**config.mk**
```make
export PLATFORM = sky130hd
export DESIGN_NAME = alu_req_arbiter
export DESIGN_NICKNAME = d
export VERILOG_FILES = /design/src/rtl/alu_req_arbiter.sv
export SDC_FILE = /design/constraint.sdc
export NUM_CORES = 1
export LEC_CHECK = 0
export ABC_AREA = 1
export CAP_MARGIN = 40
export CORE_AREA = 2 2 58 101
export DETAILED_ROUTE_END_ITERATION = 8
export DIE_AREA = 0 0 60 103
export DONT_BUFFER_PORTS = 1
export HOLD_SLACK_MARGIN = 0.02
export PLACE_DENSITY = 0.7
export REMOVE_ABC_BUFFERS = 1
export SLEW_MARGIN = 20
export SYNTH_ARGS = -nofsm -noshare
export SYNTH_HDL_FRONTEND = slang
export SYNTH_SLANG_ARGS = --single-unit
export TNS_END_PERCENT = 20
```
**constraint.sdc**
```tcl
create_clock -name clk -period 4.15 [get_ports clk]
set_input_delay 0.415 -clock clk [delete_from_list [all_inputs] [get_ports clk]]
set_output_delay 0.415 -clock clk [all_outputs]
set_load 0.01 [all_outputs]
```
**src/rtl/alu_req_arbiter.sv**
```systemverilog
`default_nettype none
// ============================================================================
// Module   : alu_req_arbiter
// Purpose  : Round-robin arbiter sharing one 8-bit combinational ALU
//            (add/sub/and/or/xor) between NUM_REQ command sources. The granted
//            command's operands are registered, executed for one cycle, and the
//            registered result is returned with the requester index over a
//            valid/ready response channel.
// Ports    : clk, rst_n (async, active low)
//            req_valid/req_ready  per-requester command handshake
//            req_a/req_b/req_op   packed per-requester operands/opcodes
//            rsp_valid/rsp_ready  response handshake
//            rsp_result, rsp_id   ALU result and issuing requester index
//            busy                 high whenever the FSM is not idle
//            rsp_err              only with ALU_ILLEGAL_OP_ERR_EN defined:
//                                 flags opcodes 101..111
// Config   : `define ALU_ILLEGAL_OP_ERR_EN to add the rsp_err output.
// Revision : 1.0 - initial release
// ============================================================================

// ---------------------------------------------------------------------------
// Shared combinational ALU. Undefined opcodes produce zero.
// ---------------------------------------------------------------------------
module alu_req_arbiter_alu (
  input  logic [7:0] a,
  input  logic [7:0] b,
  input  logic [2:0] op,
  output logic [7:0] result
);
  always_comb begin
    result = 8'd0;
    case (op)
      3'b000:  result = a + b;   // wraps modulo 256
      3'b001:  result = a - b;   // wraps modulo 256
      3'b010:  result = a & b;
      3'b011:  result = a | b;
      3'b100:  result = a ^ b;
      default: result = 8'd0;
    endcase
  end
endmodule

module alu_req_arbiter #(
  parameter int NUM_REQ = 2,
  parameter int ID_W    = 1
) (
  input  logic                 clk,
  input  logic                 rst_n,
  input  logic [NUM_REQ-1:0]   req_valid,
  output logic [NUM_REQ-1:0]   req_ready,
  input  logic [8*NUM_REQ-1:0] req_a,
  input  logic [8*NUM_REQ-1:0] req_b,
  input  logic [3*NUM_REQ-1:0] req_op,
  output logic                 rsp_valid,
  input  logic                 rsp_ready,
  output logic [7:0]           rsp_result,
  output logic [ID_W-1:0]      rsp_id,
  output logic                 busy
`ifdef ALU_ILLEGAL_OP_ERR_EN
  ,
  output logic                 rsp_err
`endif
);

  generate
    if ((NUM_REQ < 2) || (NUM_REQ > 8) || ((1 << ID_W) < NUM_REQ)) begin : g_bad_param
      $error("alu_req_arbiter: NUM_REQ must be 2..8 and 2**ID_W >= NUM_REQ");
    end
  endgenerate

  typedef enum logic [1:0] {
    IDLE = 2'd0,
    EXEC = 2'd1,
    RESP = 2'd2
  } state_t;

  state_t            r_state;
  logic [7:0]        r_a;
  logic [7:0]        r_b;
  logic [2:0]        r_op;
  logic [ID_W-1:0]   r_last;     // last granted requester; doubles as the in-flight ID

  logic              w_gnt_found;
  logic [ID_W-1:0]   w_gnt_idx;
  logic [NUM_REQ-1:0] w_gnt_onehot;
  logic [7:0]        w_sel_a;
  logic [7:0]        w_sel_b;
  logic [2:0]        w_sel_op;
  logic [7:0]        w_alu_result;

  // Round-robin pick: first pass covers indices above the last grant, second
  // pass wraps around to 0..last. The first hit wins, so the requester right
  // after the last grant has the highest priority.
  always_comb begin
    w_gnt_found  = 1'b0;
    w_gnt_idx    = '0;
    w_gnt_onehot = '0;
    w_sel_a      = 8'd0;
    w_sel_b      = 8'd0;
    w_sel_op     = 3'd0;
    for (int i = 0; i < NUM_REQ; i++) begin
      if (!w_gnt_found && req_valid[i] && (i > int'(r_last))) begin
        w_gnt_found     = 1'b1;
        w_gnt_idx       = ID_W'(i);
        w_gnt_onehot[i] = 1'b1;
        w_sel_a         = req_a[8*i +: 8];
        w_sel_b         = req_b[8*i +: 8];
        w_sel_op        = req_op[3*i +: 3];
      end
    end
    for (int i = 0; i < NUM_REQ; i++) begin
      if (!w_gnt_found && req_valid[i] && (i <= int'(r_last))) begin
        w_gnt_found     = 1'b1;
        w_gnt_idx       = ID_W'(i);
        w_gnt_onehot[i] = 1'b1;
        w_sel_a         = req_a[8*i +: 8];
        w_sel_b         = req_b[8*i +: 8];
        w_sel_op        = req_op[3*i +: 3];
      end
    end
  end

  // Accept is combinational in IDLE; held low while reset is asserted so no
  // requester sees a handshake that the FSM cannot honour.
  always_comb begin
    req_ready = '0;
    if (rst_n && (r_state == IDLE)) begin
      req_ready = w_gnt_onehot;
    end
  end

  assign busy = (r_state != IDLE);

  alu_req_arbiter_alu u_alu (
    .a      (r_a),
    .b      (r_b),
    .op     (r_op),
    .result (w_alu_result)
  );

  always_ff @(posedge clk or negedge rst_n) begin
    if (!rst_n) begin
      r_state    <= IDLE;
      r_a        <= 8'd0;
      r_b        <= 8'd0;
      r_op       <= 3'd0;
      r_last     <= ID_W'(NUM_REQ - 1);
      rsp_valid  <= 1'b0;
      rsp_result <= 8'd0;
      rsp_id     <= '0;
`ifdef ALU_ILLEGAL_OP_ERR_EN
      rsp_err    <= 1'b0;
`endif
    end else begin
      case (r_state)
        IDLE: begin
          if (w_gnt_found) begin
            r_a     <= w_sel_a;
            r_b     <= w_sel_b;
            r_op    <= w_sel_op;
            r_last  <= w_gnt_idx;
            r_state <= EXEC;
          end
        end
        EXEC: begin
          rsp_result <= w_alu_result;
          rsp_id     <= r_last;
          rsp_valid  <= 1'b1;
`ifdef ALU_ILLEGAL_OP_ERR_EN
          rsp_err    <= (r_op > 3'b100);
`endif
          r_state    <= RESP;
        end
        RESP: begin
          if (rsp_ready) begin
            rsp_valid <= 1'b0;
            r_state   <= IDLE;
          end
        end
        default: begin
          r_state <= IDLE;
        end
      endcase
    end
  end

endmodule
`default_nettype wire

```
Word level (Yosys, flattened, before mapping)
Cells that the tools add are included.
{ "word_totals": {"mem_bits_rw": 0, "mem_bits_ro": 0, "output_inout_bits": 13, "input_bits": 43, "word_cells": 60, "latchBits": 0, "n_memories": 0, "reg_bits": 32} }
{ "op_classes": {"muxes": 23, "reduce_logical": 14, "n_eq_ne": 8, "mul": 0, "addsub": 2, "magnitude_cmp": 2, "n_bitwise": 3, "div_mod_pow": 0, "shifts": 0} }
{ "ops": {"columns": ["op", "count"], "rows": [
  ["2-to-1 mux 8 bit", 6],
  ["case mux 8 bit (5 select lines)", 1],
  ["2-to-1 mux 3 bit", 3],
  ["adder 8 bit", 1],
  ["AND 8 bit", 1],
  ["2-to-1 mux 1 bit", 8],
  ["bitwise OR 8 bit", 1],
  ["subtractor 8 bit", 1],
  ["XOR 8 bit", 1],
  ["equality test 3 x 2 -> 1 bit (second input constant)", 2],
  ["2-to-1 mux 2 bit", 3],
  ["case mux 2 bit (3 select lines)", 1],
  ["AND reduction 2 bit", 3],
  ["logical AND 1 bit", 5],
  ["!= test 2 bit (second input constant)", 2],
  ["nonzero test 2 bit", 2],
  ["equality test 3 x 1 -> 1 bit (second input constant)", 1],
  ["equality test 3 bit (second input constant)", 1],
  ["zero test 3 bit", 1],
  ["equality test 2 x 1 -> 1 bit (second input constant)", 1],
  ["equality test 2 bit (second input constant)", 1],
  ["zero test 1 bit", 2],
  ["zero test 2 bit", 1],
  ["case mux 1 bit (2 select lines)", 1],
  ["2 further kinds", 2]
]} }

Logic depth before layout (Yosys ltp)
Gate-level depths: netlist of the first run.
{ "logic_depth": {"word_depth": 12, "mapped_depth": 19, "depth_no_buf": 19} }

By module
Synthesis of the first run repeated with hierarchy kept, for this count alone.
{ "hier_totals": {"hier_cells": 333, "area_unflattened_um2": 2482.4} }
{ "by_module_without_submodules": {"columns": ["module", "n_inst", "cells_each", "area_per_inst_um2", "seq_area_each_um2"], "rows": [
  ["alu_req_arbiter", 1, 171, 1505.2, 802.0],
  ["alu_req_arbiter_alu", 1, 162, 977.2, 0.0]
]} }

Worst setup path before layout of the first run
Ideal clock, no wire load.
{ "synth_timing": {"path_type": "register to register", "startpoint": "reg r_b[0]", "endpoint": "reg rsp_result[7]", "t_arrival_ns": 2.024, "path_slack_ns": 2.009, "period_less_slack_ns": 2.141, "setup_time_ns": 0.117, "n_path_buf": 0, "required_time_ns": 4.033, "path_stages_with_launch": 18, "cell_sequence": "dfrtp_1 inv_1 ha_1 inv_1 nor3_1 nand2_1 nand2_1 xor2_1 inv_1 ha_1 a21oi_1 nand2_1 a21oi_1 nand3_1 nand3_1 nand2_1 nand2_1 nand2_1"} }
{ "synth_via": {"elab_chain_cells": 2, "word_cells_on_any_way": 3, "classes_between": "2 x add/sub; 1 x mux"} }
{ "synth_lines": {"columns": ["element", "line_no", "source"], "rows": [
  ["start: declaration", "79", "logic [7:0] r_b;"],
  ["start signal: assignment", "159", "r_b <= w_sel_b;"],
  ["subtractor 8 bit or adder 8 bit (tied branches)", "34, 33", null],
  ["case mux 8 bit (5 select lines) (*)", "32", "case (op)"],
  ["end signal: assignment", "166", "rsp_result <= w_alu_result;"],
  ["end: declaration", "56", "output logic [7:0] rsp_result,"]
]} }
Every way passes the cells marked *; elsewhere a longest branch is shown, timed or not.
A chain may end at the register's enable or synchronous reset.

Final worst setup path of the first run
Same ends and word-level chain as after synthesis.

==> results of run 1 <==
[registers in the layout, summed over array words and instances (netlist names)]
register and count:
r_state 2, r_b 8, r_op 3, rsp_valid 1, rsp_id 1, r_last 1
rsp_result 8, r_a 8
[cells in the mapped netlist]
| master | count | area share [%] |
|---|---|---|
| a21oi_1 | 9 | 1.9 |
| or2_2 | 1 | 0.26 |
| o21bai_1 | 1 | 0.32 |
| dfstp_2 | 1 | 1.1 |
| o211ai_1 | 3 | 0.95 |
| nand4_1 | 2 | 0.53 |
| inv_2 | 6 | 0.95 |
| nand3_1 | 32 | 6.8 |
| dfrtp_1 | 31 | 33 |
| nand3_2 | 1 | 0.42 |
| o21ai_0 | 9 | 1.9 |
| nor2_4 | 2 | 0.95 |
| o2bb2ai_1 | 1 | 0.37 |
| o221ai_1 | 19 | 7.0 |
| nor3_1 | 3 | 0.63 |
| o211a_1 | 2 | 0.85 |
| xor2_1 | 5 | 1.8 |
| nor4_1 | 1 | 0.26 |
| nand2_1 | 67 | 11 |
| o21ai_1 | 6 | 1.3 |
| nor2_2 | 3 | 0.79 |
| xnor2_1 | 1 | 0.37 |
| nor2_1 | 9 | 1.4 |
| ha_1 | 24 | 13 |
| or2_1 | 1 | 0.26 |
| buf_2 | 5 | 1.1 |
| nand2_2 | 1 | 0.26 |
| clkbuf_1 | 3 | 0.48 |
| nand3_4 | 1 | 0.74 |
| fa_1 | 1 | 0.85 |
| inv_1 | 59 | 9.4 |
[layout make-up]
| cell class | instances | area (um^2) | share of cell area (%) |
|---|---|---|---|
| clock buffer | 6 | 72.6 | 2.81 |
| clock inverter | 2 | 35.0 | 1.35 |
| inverter | 65 | 244 | 9.43 |
| multi-input combinational | 205 | 1280 | 49.7 |
| sequential | 32 | 802 | 31.0 |
| tap | 76 | 95.1 | 3.68 |
| timing repair buffer | 5 | 52.6 | 2.03 |
[critical path: stages, from the launching register on]
cell and delay, ps:
dfrtp_1 400, inv_1 130, ha_1 160, inv_1 50, nor3_1 200, nand2_1 80, nand2_1 80, xor2_1 140
inv_1 50, ha_1 310, a21oi_1 220, nand2_1 90, a21oi_1 120, nand3_1 90, nand3_1 70, nand2_1 50
nand2_1 50, nand2_1 50
[path summary, 6_finish.rpt]
kind	startpoint	end	slack [ps]	cells after the start
setup / recovery	r_b[0]$_DFFE_PN0P_	rsp_result[7]$_DFFE_PN0P_	1720	17
hold / removal	rsp_ready	r_state[1]$_DFFE_PN0P_	240	1
setup reg to reg	r_b[0]$_DFFE_PN0P_	rsp_result[7]$_DFFE_PN0P_	1720	17
hold reg to reg	rsp_result[2]$_DFFE_PN0P_	rsp_result[2]$_DFFE_PN0P_	550	2
max in group asynchronous	rst_n	r_last$_DFFE_PN1P_	3320	2
min in group asynchronous	rst_n	r_b[4]$_DFFE_PN0P_	580	2
[metal layers]
layer	routed length, um	track usage (%)
met1	2100	20.5
met2	3380	39.9
met3	125	2.01
met4	178	9.40
met5	0	0
[cells in the final DEF (no fill, tap or decap)]
| cell | instances |
|---|---|
| nand2_1 | 67 |
| inv_1 | 59 |
| nand3_1 | 32 |
| dfrtp_1 | 31 |
| ha_1 | 24 |
| o221ai_1 | 19 |
| o21ai_0 | 9 |
| nor2_1 | 9 |
| a21oi_1 | 9 |
| inv_2 | 6 |
| o21ai_1 | 6 |
| xor2_1 | 5 |
| clkbuf_8 | 5 |
| nor3_1 | 3 |
| o211ai_1 | 3 |
| nor2_2 | 3 |
| buf_4 | 3 |
| nand4_1 | 2 |
| nor2_4 | 2 |
| o211a_1 | 2 |
| nand3_4 | 1 |
| nand2_2 | 1 |
| or2_1 | 1 |
| nor4_1 | 1 |
| o21bai_1 | 1 |
| o2bb2ai_1 | 1 |
| xnor2_1 | 1 |
| or2_2 | 1 |
| nand3_2 | 1 |
| fa_1 | 1 |
| bufinv_16 | 1 |
| clkinv_2 | 1 |
| clkbuf_1 | 1 |
| buf_12 | 1 |
| dlygate4sd3_1 | 1 |
| dfstp_2 | 1 |
[metrics by stage]
stage	power [mW]	cell area, um^2	setup slack [ps]
6_report	2.48	2590	1720
5_1_grt	2.78	2590	1450
4_1_cts	2.51	2590	1720
3_5_place_dp	2.19	2450	1730
3_3_place_gp	2.15	2450	1860
2_1_floorplan	1.80	2330	1640
[cells by family after synthesis]
| family | count (synthesis) | synth area share (%) |
|---|---|---|
| AO/OA/AOI/OAI | 50 | 14.6 |
| AND/OR/NAND/NOR | 124 | 23.9 |
| adder cells (fa/ha/maj) | 25 | 13.5 |
| flip-flops | 32 | 33.9 |
| XOR/XNOR | 6 | 2.22 |
| buffers and inverters | 73 | 11.8 |
[power by group through the flow]
stage	clock network, mW	registers, mW	logic (mW)
global placement	0	0.621	1.52
floorplan	0	0.586	1.21
finish	0.296	0.621	1.57
CTS	0.302	0.620	1.58
detailed placement	0	0.626	1.56
global route	0.315	0.643	1.82
==> run summary, run 1 <==
The run finished with clean final reports. The clock skew came out at 9.43 ps. The final layout contains 382 nets. The total inserted antenna cells is 0. CTS placed an instance of clkbuf_8 at the clock tree root. The internal power summed over all cells is 1.22 mW. The portion of the clock cycle consumed by the worst path in the final layout came out at 58.5%.

The number of library cell types mapped by synthesis came out at 31. In this run the count of I/O pins placed on the die edge is 56. The first-pass iteration count of the detailed router came out at 4. The leakage dissipation is 1.37 nW.

The combinational cell fraction of total power is 63.1%. Once layout is complete, the cells apart from fillers number 391. The maximum achievable frequency is 412 MHz. Summed over all nets, the switching power comes to 1.26 mW. The average wire per standard cell is 14.8 um. The final number of max-transition violations came out at 0. Detailed placement finished with a half-perimeter wire length of 4530 um. For this run, design rule violations remaining after detail routing come to 0. The clock period minus worst slack came out at 2430 ps. The placement row count came out at 36. TritonCTS built the clock tree. The total of cells resized after clock tree synthesis is 0. The core region is 0.00545 mm^2.

Setup repair after global routing left no endpoint under its margin. Summed over all layers, the routed wires come to 5780 um. The post-CTS setup buffer count came out at 0.

Global routing used 20.4% of the available tracks. The final sum of negative setup slack is 0 ps. The clock group share of total power came out at 11.9%.

The detail-routed via count per cell came out at 5.27. Clock tree synthesis found a total of 32 sinks. Across the run, the number of max-cap violations was 0.

The number of DRC violations after detailed-routing iteration 0 is 28. The netlist area before placement is 0.00237 mm^2. Counting along the longest clock path gives a buffer depth of 2. The initial standard-cell utilization of the core came out at 43.4%.

The synthesized instance count came out at 310. After synthesis the netlist holds a flip-flop and latch count of 32. STA classifies the critical path startpoint as a register. The worst path required time is 4340 ps.

At the pin with the least slew margin, the transition time is 741 ps. Yosys printed 0 warnings. The maximum resistive drop on vdd came out at 472 uV. Measured on the finished design, the core utilization comes to 47.5%. The insertion delay of the later-clocked pin in the worst-skew pair is 290 ps.

The total number of vias is 2059. The total of hold buffers inserted after clock tree synthesis is 2. The die covers 0.00618 mm^2. After global routing the overflow that remains totals 0. The first global-routing pass estimated 9500 um of wire. Data arrives at the worst endpoint at 2610 ps. The sequential share of power is 25.0%. The width of the die is 60 um. The normalized max-slew margin is 50.5%. The placer's final routability congestion estimate came out at 0.930. Entering global routing, the biggest net connects 33 pins.

The synthesis-to-finish area growth is 9.25%. In the final layout, the share of cells above drive strength 1 is 8.57%. The total of fill cells in the finished design came out at 544.

The mean post-synth cell area came out at 7.64 um^2. The depth of the CTS H-tree came out at 2. Hold timing on the final database bottoms out at a slack of 237 ps. The antenna violation net count after detailed routing came out at 0. The kind of end point of the critical path is a register.

The setup path with the least slack is of type reg2reg. The number of hold violations in the final report was 0. Sequential elements use 33.9% of the synthesized area. The power density over cell area is 961 mW/mm^2. The number of buffers added on ports came out at 0. The number of CTS-inserted buffers came out at 5. Including well taps, the total number of placed cells is 381. In this run the worst hold path is classified as in2reg. The peak fanout along the critical path came out at 4. The vertical die dimension came out at 103 um. The number of global-route vias before repair is 2072. In this run switching power makes up 50.9% of total power.

Setup violations remaining at the end of the flow were counted as 0. The number of antenna violations at the first check in global routing came to 0. The clock edge transition at the registers on the reported setup and hold paths is 70 ps.
(Power assumes the default switching activity.)
==> run 2, diff against run 1 <==
--- a/config.mk
+++ b/config.mk
@@ -5,14 +5,14 @@
 export SDC_FILE = /design/constraint.sdc
 export NUM_CORES = 1
 export LEC_CHECK = 0
-export ABC_AREA = 1
+export ABC_AREA = 0
 export CAP_MARGIN = 40
-export CORE_AREA = 2 2 58 101
+export CORE_AREA = 2 2 57 99
 export DETAILED_ROUTE_END_ITERATION = 8
-export DIE_AREA = 0 0 60 103
+export DIE_AREA = 0 0 59 101
 export DONT_BUFFER_PORTS = 1
 export HOLD_SLACK_MARGIN = 0.02
-export PLACE_DENSITY = 0.7
+export PLACE_DENSITY = 0.71
 export REMOVE_ABC_BUFFERS = 1
 export SLEW_MARGIN = 20
 export SYNTH_ARGS = -nofsm -noshare
==> constraint.sdc (replaced) <==
create_clock -name clk -period 1.9 [get_ports clk]
set_input_delay 0.19 -clock clk [delete_from_list [all_inputs] [get_ports clk]]
set_output_delay 0.19 -clock clk [all_outputs]
set_load 0.01 [all_outputs]
==> run summary, run 2 <==
The total inserted antenna cells is 0 (unchanged). The first-pass iteration count of the detailed router is 6 (+2). The insertion delay of the later-clocked pin in the worst-skew pair is 280 ps (about the same). The async set-or-reset flop fraction in the synthesized netlist is 100% (unchanged). The wire length reported by the detailed router is 6110 um (+5.6%). The power density over cell area came out at 2410 mW/mm^2 (+150%). The initial standard-cell utilization of the core came out at 43.3% (-0.12 points). The count of final setup violators is 7 (+7).

The arrival time reported for the critical path endpoint is 2450 ps (-160 ps). The clock skew is 5.36 ps (-4.07 ps). The combinational cell fraction of total power came out at 71.0% (+7.9 points). After synthesis, the largest family of logic cells by area is compound AO/OA/AOI/OAI gates. The commonest cells after synthesis are inv_1 (42), dfrtp_1 (31), ha_1 (24). The mean post-synth cell area is 9.06 um^2 (+19%). The worst path required time is 2070 ps (-2270 ps).

The number of DRC violations after detailed-routing iteration 0 came out at 139 (+400%). The portion of the post-synthesis area used by sequential elements came out at 35.8% (+2.0 points). The number of buffer and inverter instances along the worst setup path came out at 1 (-2). The number of flops mapped to enable cells by yosys came to 0 (unchanged). The biggest cell delay along the critical path is 410 ps (about the same). The final net count came out at 358 (-6.3%). The clock edge transition at the registers on the reported setup and hold paths is 70 ps (about the same).

The detail-routed via count per cell is 5.78 (+9.8%). The clock period minus worst slack is 2280 ps (-148 ps). The number of buffers added on ports is 0 (unchanged). The clock group share of total power came to 8.7% (-3.2 points). The final reports fail on negative setup slack. The area fraction in and, or, nand and nor cells after synthesis is 13.4% (-11 points). The xor/xnor cell area share of the yosys netlist came to 3.52% (+1.3 points).

The synthesized-area fraction occupied by ao, oa, aoi and oai cells is 22.5% (+7.9 points). The instance count after placement with tap cells included is 333 (-13%). In the final layout, the registers with the most flip-flops are r_a: 8 flops, r_b: 8 flops, rsp_result: 8 flops.

The number of global-route vias before repair came out at 2019 (-2.6%). Ranked by total cell area, the synthesized netlist is headed by dfrtp_1 (35%), ha_1 (13%), a222oi_1 (8.9%). The cell with the biggest individual delay on the critical path is dfrtp_1. The portion of the clock cycle consumed by the worst path in the final layout is 120% (+61 points). The number of library cell types mapped by synthesis came out at 40 (+29%). The boundary pin count is 56 (unchanged).

The post-route total power came out at 6.76 mW (+170%). The pin slew with the least headroom to its limit came out at 443 ps (-298 ps). The sequential share of power came out at 20.3% (-4.7 points). The number of hold violations in the final report came out at 0 (unchanged).

The leakage dissipation came out at 1.42 nW (+3.9%). The netlist area before placement is 0.00224 mm^2 (-5.4%). The placement row count was 35 (-2.8%). The switching power as a share of total power is 45.0% (-5.9 points).

The average wire per standard cell came out at 17.6 um (+19%). The number of CTS-inserted buffers is 5 (unchanged). The register bit count reported by yosys was 32 (unchanged). The vertical die dimension came out at 101 um (-1.9%).

In the synthesized netlist the dominant register cell turns out to be dfrtp_1. The placed wire-length estimate after detailed placement came to 4460 um (-1.6%). The area of the core region came out at 0.00517 mm^2 (-5.2%). The count of max-cap constraint violations came to 0 (unchanged).

The peak fanout along the critical path came out at 3 (-1). The critical path is of the reg2reg type. The library cell with the largest summed area after synthesis is dfrtp_1. The post-placement cell area is 0.00257 mm^2 (+4.9%). The antenna violation net count after detailed routing came to 0 (unchanged). The worst setup path is launched from a register. Setup repair after global routing could not meet its margin everywhere.

The DRC violation count after routing came out at 0 (unchanged). The tree is rooted in a clkbuf_8. The wire length of the first global-routing pass came out at 9690 um (+2.0%).

The fraction of synthesized area in multiplexers is 0.950% (+0.95 points). The final instance area is 0.00281 mm^2 (+8.6%). The normalized max-slew margin came out at 70.4% (+20 points). The width of the die came out at 59 um (-1.7%). The fraction of post-synthesis cell area in the top cell type by area came out at 34.7% (+1.9 points). The run finished, with violations left. The number of standard cells in the layout, taps in and fillers out is 346 (-12%). The total number of vias is 2000 (-2.9%). The power spent charging and discharging nets came out at 3.04 mW (+140%). The number of antenna violations at the first check in global routing came out at 0 (unchanged).

The total global-route track usage was 21.6% (+1.2 points). The final number of max-transition violations is 0 (unchanged). The aggregate global routing overflow is 0 (unchanged). In the post-synthesis netlist, the cell with the most instances is inv_1. The top cell types in the final layout, fill and taps aside, are inv_1 (42), buf_4 (42), dfrtp_1 (31).

The setup slack after layout came out at -380 ps (-2100 ps). The kind of end point of the critical path is a register. The depth of the CTS H-tree came out at 2 (unchanged). The placer's final routability congestion estimate came out at 0.841 (-9.6%).

From synthesis to final layout, the design area changed by 25.4%. The area enclosed by the die boundary is 0.00596 mm^2 (-3.6%). The maximum clock path buffer count is 2 (unchanged). In this design, the largest share of critical-path delay is due to compound AO/OA/AOI/OAI gates.

The internal power summed over all cells is 3.72 mW (+200%). Walking the worst path, the cells encountered are nor3b_4 > buf_4 > mux2_4 > fa_2 > nand2b_4 > a21oi_2 > a21oi_1 > a221oi_2 > o21ai_0. The arithmetic-cell share of the synthesized area counting full adders, half adders and majority gates is 14.3% (+0.78 points). The proportion of layout cells with a drive suffix above 1 came out at 25.1% (+17 points). The path class of the tightest hold or removal check is in2reg. The maximum achievable frequency is 439 MHz (+6.5%). The synthesized instance count is 247 (-20%). The number of clock sinks came out at 32 (unchanged). The pin count of the biggest net entering global routing came out at 33 (unchanged). The maximum resistive drop on vdd is 1050 uV (+120%). The count of synthesis-stage warnings from yosys is 0 (unchanged). TritonCTS built the clock tree.
==> run 2: final timing paths <==
| path | from | endpoint | slack, ps | depth (start not counted) |
|---|---|---|---|---|
| min in group asynchronous | rst_n | r_b[2]$_DFFE_PN0P_ | 360 | 2 |
| max in group asynchronous | rst_n | r_last$_DFFE_PN1P_ | 1290 | 2 |
| hold reg to reg | r_last$_DFFE_PN1P_ | rsp_id$_DFFE_PN0P_ | 510 | 2 |
| setup reg to reg | r_op[2]$_DFFE_PN0P_ | rsp_result[4]$_DFFE_PN0P_ | -380 | 9 |
| setup / recovery | r_op[2]$_DFFE_PN0P_ | rsp_result[4]$_DFFE_PN0P_ | -380 | 9 |
| hold / removal | req_b[12] | r_b[4]$_DFFE_PN0P_ | 50 | 2 |
==> run 2: layer usage <==
metal	share of wire, %	track usage, %	wire (um)
met1	36	23.8	2220
met2	59	40.5	3590
met3	3.0	3.08	183
met4	1.7	7.34	104
met5	0	0	0
==> run 2: final cells by class <==
class                   instances  area (um^2)
clock buffers                   8          100
fillers                       485         2360
multi-input cells             162         1300
inverters                      42          158
well taps                      55         68.8
repair buffers                 47          377
flip-flops and latches         32          802
==> run 2: cell families after synthesis <==
| kind of cell | after synthesis |
|---|---|
| compound gates | 70 |
| simple gates | 56 |
| buf+inv | 53 |
| flops | 32 |
| fa+ha+maj | 25 |
| xor+xnor | 9 |
| mux | 2 |
==> run 2: power by group through the flow <==
stage               clock (mW)  sequential, mW  combinational, mW
floorplan                    0            1.42               2.53
global placement             0            1.38               4.17
detailed placement           0            1.38               4.28
CTS                      0.610            1.37               4.46
global route             0.630            1.42               5.29
finish                   0.588            1.37               4.79
==> run 2: timing repair <==
| item | in CTS | in global routing |
|---|---|---|
| buffers inserted | 0 | 1 |
| cloned | 0 | 0 |
| endpoints found under the hold margin | 34 | 0 |
| hold buffers | 4 | 0 |
| pin swaps | 6 | 3 |
| resized for setup | 6 | 14 |
| setup endpoints to repair | 8 | 8 |
==> run 2: metrics by stage <==
| step | hold slack, ps | utilization, % | worst slack [ps] | TNS (ps) |
|---|---|---|---|---|
| 6_report | 45.3 | 54.3 | -380 | -2270 |
| 5_1_grt | 38.1 | 54.3 | -492 | -2980 |
| 4_1_cts | 35.8 | 53.0 | -404 | -2250 |
| 3_5_place_dp | -105 | 49.7 | -417 | -2270 |
| 3_3_place_gp | -105 | 49.7 | -360 | -1970 |
| 2_1_floorplan | -106 | - | -607 | -3220 |
